$ cat src/rtl/prio_encoder_irq.sv
// prio_encoder_irq: clocked N-to-log2(N) priority encoder with sticky request
// capture and a valid/ack handshake. Requests accumulate in a pending register.
// One index is granted at a time and held until it is acknowledged.
// MODE 0 selects the highest pending index.
// MODE 1 selects round robin, starting just after the last acked index.
module prio_encoder_irq #(
  parameter int N    = 8,
  parameter int MODE = 0,
  localparam int W   = ($clog2(N) < 1) ? 1 : $clog2(N)
) (
  input  logic         clk,
  input  logic         rst,
  input  logic         en,
  input  logic [N-1:0] req,
  input  logic         ack,
  output logic [W-1:0] out,
  output logic         valid,
  output logic [N-1:0] pending,
  output logic [W:0]   pend_cnt
);

  // Grant state is carried explicitly; valid mirrors it as its own flop.
  typedef enum logic {
    IDLE  = 1'b0,
    GRANT = 1'b1
  } state_t;

  localparam logic [W-1:0] LAST_IDX = W'(N - 1);
  localparam logic [W-1:0] ZERO_IDX = {W{1'b0}};
  localparam logic [W-1:0] ONE_IDX  = {{(W-1){1'b0}}, 1'b1};

  // ---------------------------------------------------------------------------
  // Helper functions
  // ---------------------------------------------------------------------------

  // Number of set bits in a pending vector.
  function automatic logic [W:0] popcount(input logic [N-1:0] v);
    logic [W:0] c;
    c = {(W+1){1'b0}};
    for (int i = 0; i < N; i++) begin
      c = c + {{W{1'b0}}, v[i]};
    end
    return c;
  endfunction

  // One-hot mask of an index. The mask is built by comparison, so an
  // out-of-range index can never address a bit outside the vector.
  function automatic logic [N-1:0] onehot(input logic [W-1:0] idx);
    logic [N-1:0] r;
    r = {N{1'b0}};
    for (int i = 0; i < N; i++) begin
      r[i] = (W'(i) == idx);
    end
    return r;
  endfunction

  // Highest set index. The ascending scan lets the last hit win.
  function automatic logic [W-1:0] sel_fixed(input logic [N-1:0] p);
    logic [W-1:0] s;
    s = ZERO_IDX;
    for (int i = 0; i < N; i++) begin
      if (p[i]) begin
        s = W'(i);
      end else begin
        s = s;
      end
    end
    return s;
  endfunction

  // First set index at or after start, scanning ascending and wrapping from
  // N-1 to 0. The index is reduced modulo N so it never reaches N or above.
  function automatic logic [W-1:0] sel_rr(input logic [N-1:0] p,
                                          input logic [W-1:0] start);
    logic [W-1:0] s;
    logic         found;
    int           k;
    s     = ZERO_IDX;
    found = 1'b0;
    for (int i = 0; i < N; i++) begin
      k = int'(start) + i;
      if (k >= N) begin
        k = k - N;
      end else begin
        k = k;
      end
      if (p[k] && !found) begin
        s     = W'(k);
        found = 1'b1;
      end else begin
        s     = s;
        found = found;
      end
    end
    return s;
  endfunction

  // ---------------------------------------------------------------------------
  // Registers and next-state signals
  // ---------------------------------------------------------------------------
  state_t       state_r;
  state_t       state_nxt_s;
  logic [W-1:0] out_r;
  logic [W-1:0] out_nxt_s;
  logic         valid_r;
  logic         valid_nxt_s;
  logic [N-1:0] pend_r;
  logic [W:0]   cnt_r;
  logic [W-1:0] ptr_r;
  logic [W-1:0] ptr_nxt_s;

  logic [N-1:0] reqm_s;
  logic [N-1:0] clr_s;
  logic [N-1:0] pnext_s;
  logic         take_s;
  logic [W-1:0] ptr_eff_s;
  logic [W-1:0] start_s;
  logic [W-1:0] sel_s;

  // Capture masking, ack clear, pending next value and the selected index.
  always_comb begin
    reqm_s    = {N{1'b0}};
    clr_s     = {N{1'b0}};
    take_s    = 1'b0;
    ptr_eff_s = ptr_r;
    start_s   = ZERO_IDX;
    sel_s     = ZERO_IDX;

    if (en) begin
      reqm_s = req;
    end else begin
      reqm_s = {N{1'b0}};
    end

    // An ack counts only while a grant is live.
    take_s = valid_r && ack;
    if (take_s) begin
      clr_s     = onehot(out_r);
      ptr_eff_s = out_r;
    end else begin
      clr_s     = {N{1'b0}};
      ptr_eff_s = ptr_r;
    end

    // Set wins: a request arriving on the bit being cleared keeps it pending.
    pnext_s = (pend_r & ~clr_s) | reqm_s;

    // On an ack edge, the search continues just after the grant being retired.
    if (ptr_eff_s == LAST_IDX) begin
      start_s = ZERO_IDX;
    end else begin
      start_s = ptr_eff_s + ONE_IDX;
    end

    if (MODE == 1) begin
      sel_s = sel_rr(pnext_s, start_s);
    end else begin
      sel_s = sel_fixed(pnext_s);
    end
  end

  // Grant FSM next-state and output decode.
  always_comb begin
    state_nxt_s = state_r;
    out_nxt_s   = out_r;
    valid_nxt_s = valid_r;
    ptr_nxt_s   = ptr_r;

    case (state_r)
      IDLE: begin
        if (|pnext_s) begin
          state_nxt_s = GRANT;
          out_nxt_s   = sel_s;
          valid_nxt_s = 1'b1;
        end else begin
          state_nxt_s = IDLE;
          out_nxt_s   = out_r;
          valid_nxt_s = 1'b0;
        end
      end
      GRANT: begin
        if (take_s) begin
          ptr_nxt_s = out_r;
          if (|pnext_s) begin
            // Back-to-back grant with no idle bubble.
            state_nxt_s = GRANT;
            out_nxt_s   = sel_s;
            valid_nxt_s = 1'b1;
          end else begin
            // Nothing left to serve, so out keeps its last value.
            state_nxt_s = IDLE;
            out_nxt_s   = out_r;
            valid_nxt_s = 1'b0;
          end
        end else begin
          // The grant is held, even against a higher-priority arrival.
          state_nxt_s = GRANT;
          out_nxt_s   = out_r;
          valid_nxt_s = 1'b1;
        end
      end
      default: begin
        state_nxt_s = IDLE;
        out_nxt_s   = ZERO_IDX;
        valid_nxt_s = 1'b0;
        ptr_nxt_s   = LAST_IDX;
      end
    endcase
  end

  // State, grant, pending and count registers. Reset clears them asynchronously.
  always_ff @(posedge clk or posedge rst) begin
    if (rst) begin
      state_r <= IDLE;
      out_r   <= ZERO_IDX;
      valid_r <= 1'b0;
      pend_r  <= {N{1'b0}};
      cnt_r   <= {(W+1){1'b0}};
      ptr_r   <= LAST_IDX;
    end else begin
      state_r <= state_nxt_s;
      out_r   <= out_nxt_s;
      valid_r <= valid_nxt_s;
      pend_r  <= pnext_s;
      // Counting pnext here keeps pend_cnt equal to popcount(pending) every cycle.
      cnt_r   <= popcount(pnext_s);
      ptr_r   <= ptr_nxt_s;
    end
  end

  assign out      = out_r;
  assign valid    = valid_r;
  assign pending  = pend_r;
  assign pend_cnt = cnt_r;

endmodule

$ cat config.mk
export PLATFORM = sky130hd
export DESIGN_NAME = prio_encoder_irq
export DESIGN_NICKNAME = d
export VERILOG_FILES = /design/src/rtl/prio_encoder_irq.sv
export SDC_FILE = /design/constraint.sdc
export NUM_CORES = 1
export LEC_CHECK = 0
export BUFFER_PORTS_ARGS = -buffer_cell sky130_fd_sc_hd__buf_4
export CORE_MARGIN = 8
export CORE_UTILIZATION = 49
export DETAILED_ROUTE_END_ITERATION = 8
export HOLD_SLACK_MARGIN = 0.12
export PLACE_DENSITY = 0.77
export SLEW_MARGIN = 30
export SYNTH_ARGS = -nofsm -noshare
export SYNTH_HDL_FRONTEND = slang
export SYNTH_SLANG_ARGS = --single-unit
$ cat constraint.sdc
create_clock -name clk -period 3.86 [get_ports clk]
set_input_delay 0.193 -clock clk [delete_from_list [all_inputs] [get_ports clk]]
set_output_delay 0.193 -clock clk [all_outputs]
set_load 0.005 [all_outputs]
Yosys cells after proc, flatten, opt, wreduce, memory -nomap -nowiden
Cells that the tools add are included.
{"block": "totals", "wordCells": 41, "register_bits": 16}
{"block": "classes", "n_mux": 15, "eq_ne": 8, "n_addsub": 7, "n_reduce_logical": 3, "n_bitwise": 4}
{"cell": "2-to-1 mux 3 bit", "n": 8}
{"cell": "adder 4 x 1 -> 4 bit", "n": 4}
{"cell": "2-to-1 mux 8 bit", "n": 2}
{"cell": "equality test 3 bit, first input constant", "n": 4}
{"cell": "AND 8 bit", "n": 1}
{"cell": "NOT 8 bit", "n": 1}
{"cell": "bitwise OR 8 bit", "n": 1}
{"cell": "OR reduction 8 bit", "n": 1}
{"cell": "equality test 2 x 3 -> 1 bit, first input constant", "n": 2}
{"cell": "one-hot mux 3 bit (2 select lines)", "n": 1}
{"cell": "adder 3 x 1 -> 4 bit", "n": 1}
{"cell": "adder 2 x 1 -> 3 bit", "n": 1}
{"cell": "equality test 1 x 3 -> 1 bit, first input constant", "n": 1}
{"cell": "zero test 3 bit", "n": 1}
{"cell": "2-to-1 mux 1 bit", "n": 3}
{"cell": "adder 1 x 1 -> 2 bit", "n": 1}
{"cell": "inequality test 2 x 1 -> 1 bit, second input constant", "n": 1}
{"cell": "one-hot mux 1 bit (2 select lines)", "n": 1}
{"cell": "logical AND 1 bit", "n": 1}
{"cell": "NOT 1 bit", "n": 1}

Longest topological paths before layout
{"block": "depth", "word_depth": 15, "depth_mapped": 12, "ltp_nobuf": 12}

Least setup slack after synthesis
OpenSTA, ideal clock, no wires.
{"block": "synth_timing", "kind": "register to register", "start": "reg out_r[2] (netlist: out[2])", "end": "reg cnt_r[2] (netlist: pend_cnt[2])", "stages_incl_launch_ff": 13, "period_less_slack_ns": 3.358, "arrival_time_ns": 3.235, "slack_ns": 0.502, "t_required_ns": 3.737, "setup_time_ns": 0.123, "n_path_buf": 0, "cell_sequence": "dfrtp_1 > nand3b_1 > or3_1 > a22o_1 > inv_1 > fa_1 > fa_1 > fa_1 > inv_1 > ha_1 > inv_1 > fa_1 > xnor2_1"}
{"block": "synth_via", "elab_chain_len": 12, "elab_cells_between_ends": 19, "cone_classes": "add/sub (7); eq/ne (7); mux (1); bitwise (3); reduce/logical (1)"}
{"element": "from (decl)", "line": "103", "text": "logic [W-1:0] out_r;"}
{"element": "from (signal assigned)", "line": "222", "text": "out_r <= out_nxt_s;"}
{"element": "zero test 3 bit", "line": "52", "text": "r[i] = (W'(i) == idx);"}
{"element": "2-to-1 mux 8 bit", "line": "137", "text": "if (take_s) begin"}
{"element": "NOT 8 bit", "line": "146", "text": "pnext_s = (pend_r & ~clr_s) | reqm_s;"}
{"element": "AND 8 bit", "line": "146"}
{"element": "bitwise OR 8 bit", "line": "146"}
{"element": "net pnext_s[0]", "line": "114", "text": "logic [N-1:0] pnext_s;"}
{"element": "adder 1 x 1 -> 2 bit", "line": "41", "text": "c = c + {{W{1'b0}}, v[i]};"}
{"element": "adder 2 x 1 -> 3 bit", "line": "41"}
{"element": "adder 3 x 1 -> 4 bit", "line": "41"}
{"element": "adder 4 x 1 -> 4 bit (4 in series)", "line": "41"}
{"element": "to (signal assigned)", "line": "218", "text": "cnt_r <= {(W+1){1'b0}};"}
{"element": "to (signal assigned)", "line": "226", "text": "cnt_r <= popcount(pnext_s);"}
{"element": "to (decl)", "line": "108", "text": "logic [W:0] cnt_r;"}
The timed path passes the listed nets, and every way through them passes these cells.
A chain may end at the register's enable or synchronous reset.

Final worst setup path
Ends and elaborated chain as after synthesis.

==> results.cfg <==
[setup_path]
crit_top_cell = fa_1
worstPathCellList = nand3b_1 -> or3_1 -> a22o_1 -> inv_1 -> fa_1 -> fa_1 -> fa_1 -> inv_1 -> ha_1 -> inv_1 -> fa_1 -> xnor2_1
crit_arrival_ns = 3.76
end_kind = flip-flop
crit_fanout = 5
critical_path.startpoint_type = flip-flop
worstSetupPathType = flip-flop to flip-flop
crit_required_ns = 4.03
cp_slowest_cell = fa_1
slowest_delay_ns = 0.53

[synthesis]
synth_largest_area_cell = dfrtp_1
synth_area_um2 = 927
async_flop_share_pct = 100
synth.yosys.seq_area_share_pct = 43.2
yosysWarningCount = 0
ys_top_cells_by_area = dfrtp_1 (43%), fa_1 (8.6%), inv_1 (6.5%)
synth_top_area_share_pct = 43.2
ys_top_cells_by_count = dfrtp_1 (16), inv_1 (16), nand2_1 (10)
postSynthCellCount = 89
syn-num-nets = 109
avgSynthCellArea_um2 = 10.4
synth_edf_count = 0
synthFlopType = dfrtp_1
ys_types = 29
ys_seq_elements = 16

[timing]
slew-limit-headroom_pct = 59.0
setup-tns-final_ns = 0
hold_viol = 0
slew_viol_final = 0
fin_crit_ns = 3.58
finalCritPeriodShare_pct = 92.9
rsz0062_at_grt = no
finalClockSkew_ns = 0.0103
setup_viol = 0
fmax_mhz = 279
tightest_slew_ns = 0.615

[layout]
fillers = 150
fin_nets = 142
area_growth_pct = 29.8
antenna_cells = 0
drive_gt1_share_pct = 31.4
final_area_um2 = 1200

[die]
core_area_um2 = 1750
ioPinCount = 28
die_area_um2 = 3540
die_w_um = 59.5
start_util_pct = 53.1
std_cell_rows = 15
die_h_um = 59.5

[place]
place_area_um2 = 1160
place.detailed.hpwl_mm = 1.84
port_buffers = 27
gp_congestion = 0.878

[global_route]
grt_usage_pct = 14.1
antenna_found_initial = 0
grt_max_degree = 17
grt_pass1_wl_mm = 3.80
first_global_vias = 803
overflow = 0

[status]
status = finished, final reports clean

[detailed_routing]
avgViaCountPerCell = 5.03
final_antenna_net_count = 0
finalWirelength_mm = 2.25
wl_per_cell_um = 15.4
drt_iter0_markers = 12
vias = 734
firstDrtPassIters = 4
drc = 0

[power_and_ir_drop]
cellLeakagePower_nw = 0.588
pwr_density_cell_nw_per_um2 = 635
power_mw = 0.765
ir_drop_uv = 599

[clock_network]
cts_max_level = 1
numClockSinks = 16
cts_buffers = 3
cts.repair.resized = 0
cts_tree = built
cts_buffer_depth = 2
post-cts-setup-buffers = 0
clk_latency_ns = 0.29
clk_pin_slew_ns = 0.10
root_buffer = clkbuf_4

[hold_path]
hold_path_class = input port to flip-flop

[flow_run]
drv_cap = 0
[timing repair]
action                     4_1_cts  5_1_grt
setup endpoints to repair        0        0
hold endpoints to repair        16        0
hold buffers                     1        0
[state kept, by name, summed over array words and instances, names as in the netlist]
name,flops
out,3
valid,1
pend_cnt,4
pending,8
[per-layer routing]
layer | global-route usage, % | vias to the layer above | part of all wire, %
met5 | 0 | - | 0
met4 | 8.16 | 0 | 1.8
met3 | 1.74 | 4 | 4.4
met2 | 24.3 | 19 | 50
met1 | 16.2 | 352 | 44
li1 | - | 359 | -
[layout make-up]
| class | instances | area (um^2) | share of cell area [%] |
|---|---|---|---|
| Multi-Input combinational cell | 55 | 452 | 37.5 |
| Sequential cell | 16 | 400 | 33.3 |
| Timing Repair Buffer | 29 | 220 | 18.3 |
| Inverter | 17 | 63.8 | 5.30 |
| Clock buffer | 4 | 36.3 | 3.01 |
| Tap cell | 25 | 31.3 | 2.60 |
[final timing paths]
path	startpoint	slack, ns	to	cells after the start
max reg2reg	out[2]$_DFFE_PP0P_	0.28	pend_cnt[2]$_DFF_PP0_	12
min reg2reg	pending[0]$_DFF_PP0_	0.54	pending[0]$_DFF_PP0_	1
max	out[2]$_DFFE_PP0P_	0.28	pend_cnt[2]$_DFF_PP0_	12
max in group asynchronous	rst	2.94	pend_cnt[3]$_DFF_PP0_	3
min	req[0]	0.17	pending[0]$_DFF_PP0_	2
min in group asynchronous	rst	0.52	pending[6]$_DFF_PP0_	3
[placed cells by master (no fill, tap or decap), types with 2 or more instances in the layout]
master,n
a21oi_1,4
a22oi_1,2
and2_1,2
buf_4,28
clkbuf_4,3
dfrtp_1,16
fa_1,4
ha_1,4
inv_1,16
nand2_1,10
nand2b_1,4
nand3_2,2
nor2b_1,2
o21ai_0,4
o31ai_1,3
[critical path: cells and delay by family (launching register included)]
kind,cells,cell delay (ns)
flops,1,0.42
buf+inv,3,0.22
xor+xnor,1,0.13
fa+ha+maj,5,1.92
simple gates,2,0.59
compound gates,1,0.20
[where the power goes]
group          total, mW  internal (mW)  switching (mW)  leakage [nW]
Clock              0.111         0.0574          0.0536        0.0210
Combinational      0.398          0.196           0.202         0.405
Sequential         0.255          0.221          0.0347         0.162
Total              0.765          0.475           0.290         0.588
[metrics by stage]
| step | hold WS [ns] | cells | setup slack (ns) | util [%] |
|---|---|---|---|---|
| 3_3_place_gp | 0.298 | 141 | 0.413 | 66.3 |
| 4_1_cts | 0.162 | 146 | 0.284 | 69.0 |
| 5_1_grt | 0.170 | 146 | 0.107 | 69.0 |
| 2_1_floorplan | 0.107 | 89 | 0.502 | - |
| 6_report | 0.166 | 146 | 0.275 | 69.0 |
| 3_5_place_dp | 0.305 | 141 | 0.326 | 66.3 |
[cells by family after synthesis]
kind of cell / count (synthesis) / share of synthesized area (%)
compound gates: 18 / 14.6
fa+ha+maj: 8 / 14.0
buf+inv: 18 / 8.10
xor+xnor: 1 / 0.945
flops: 16 / 43.2
mux: 1 / 1.21
simple gates: 27 / 17.9
(Power assumes the default switching activity.)
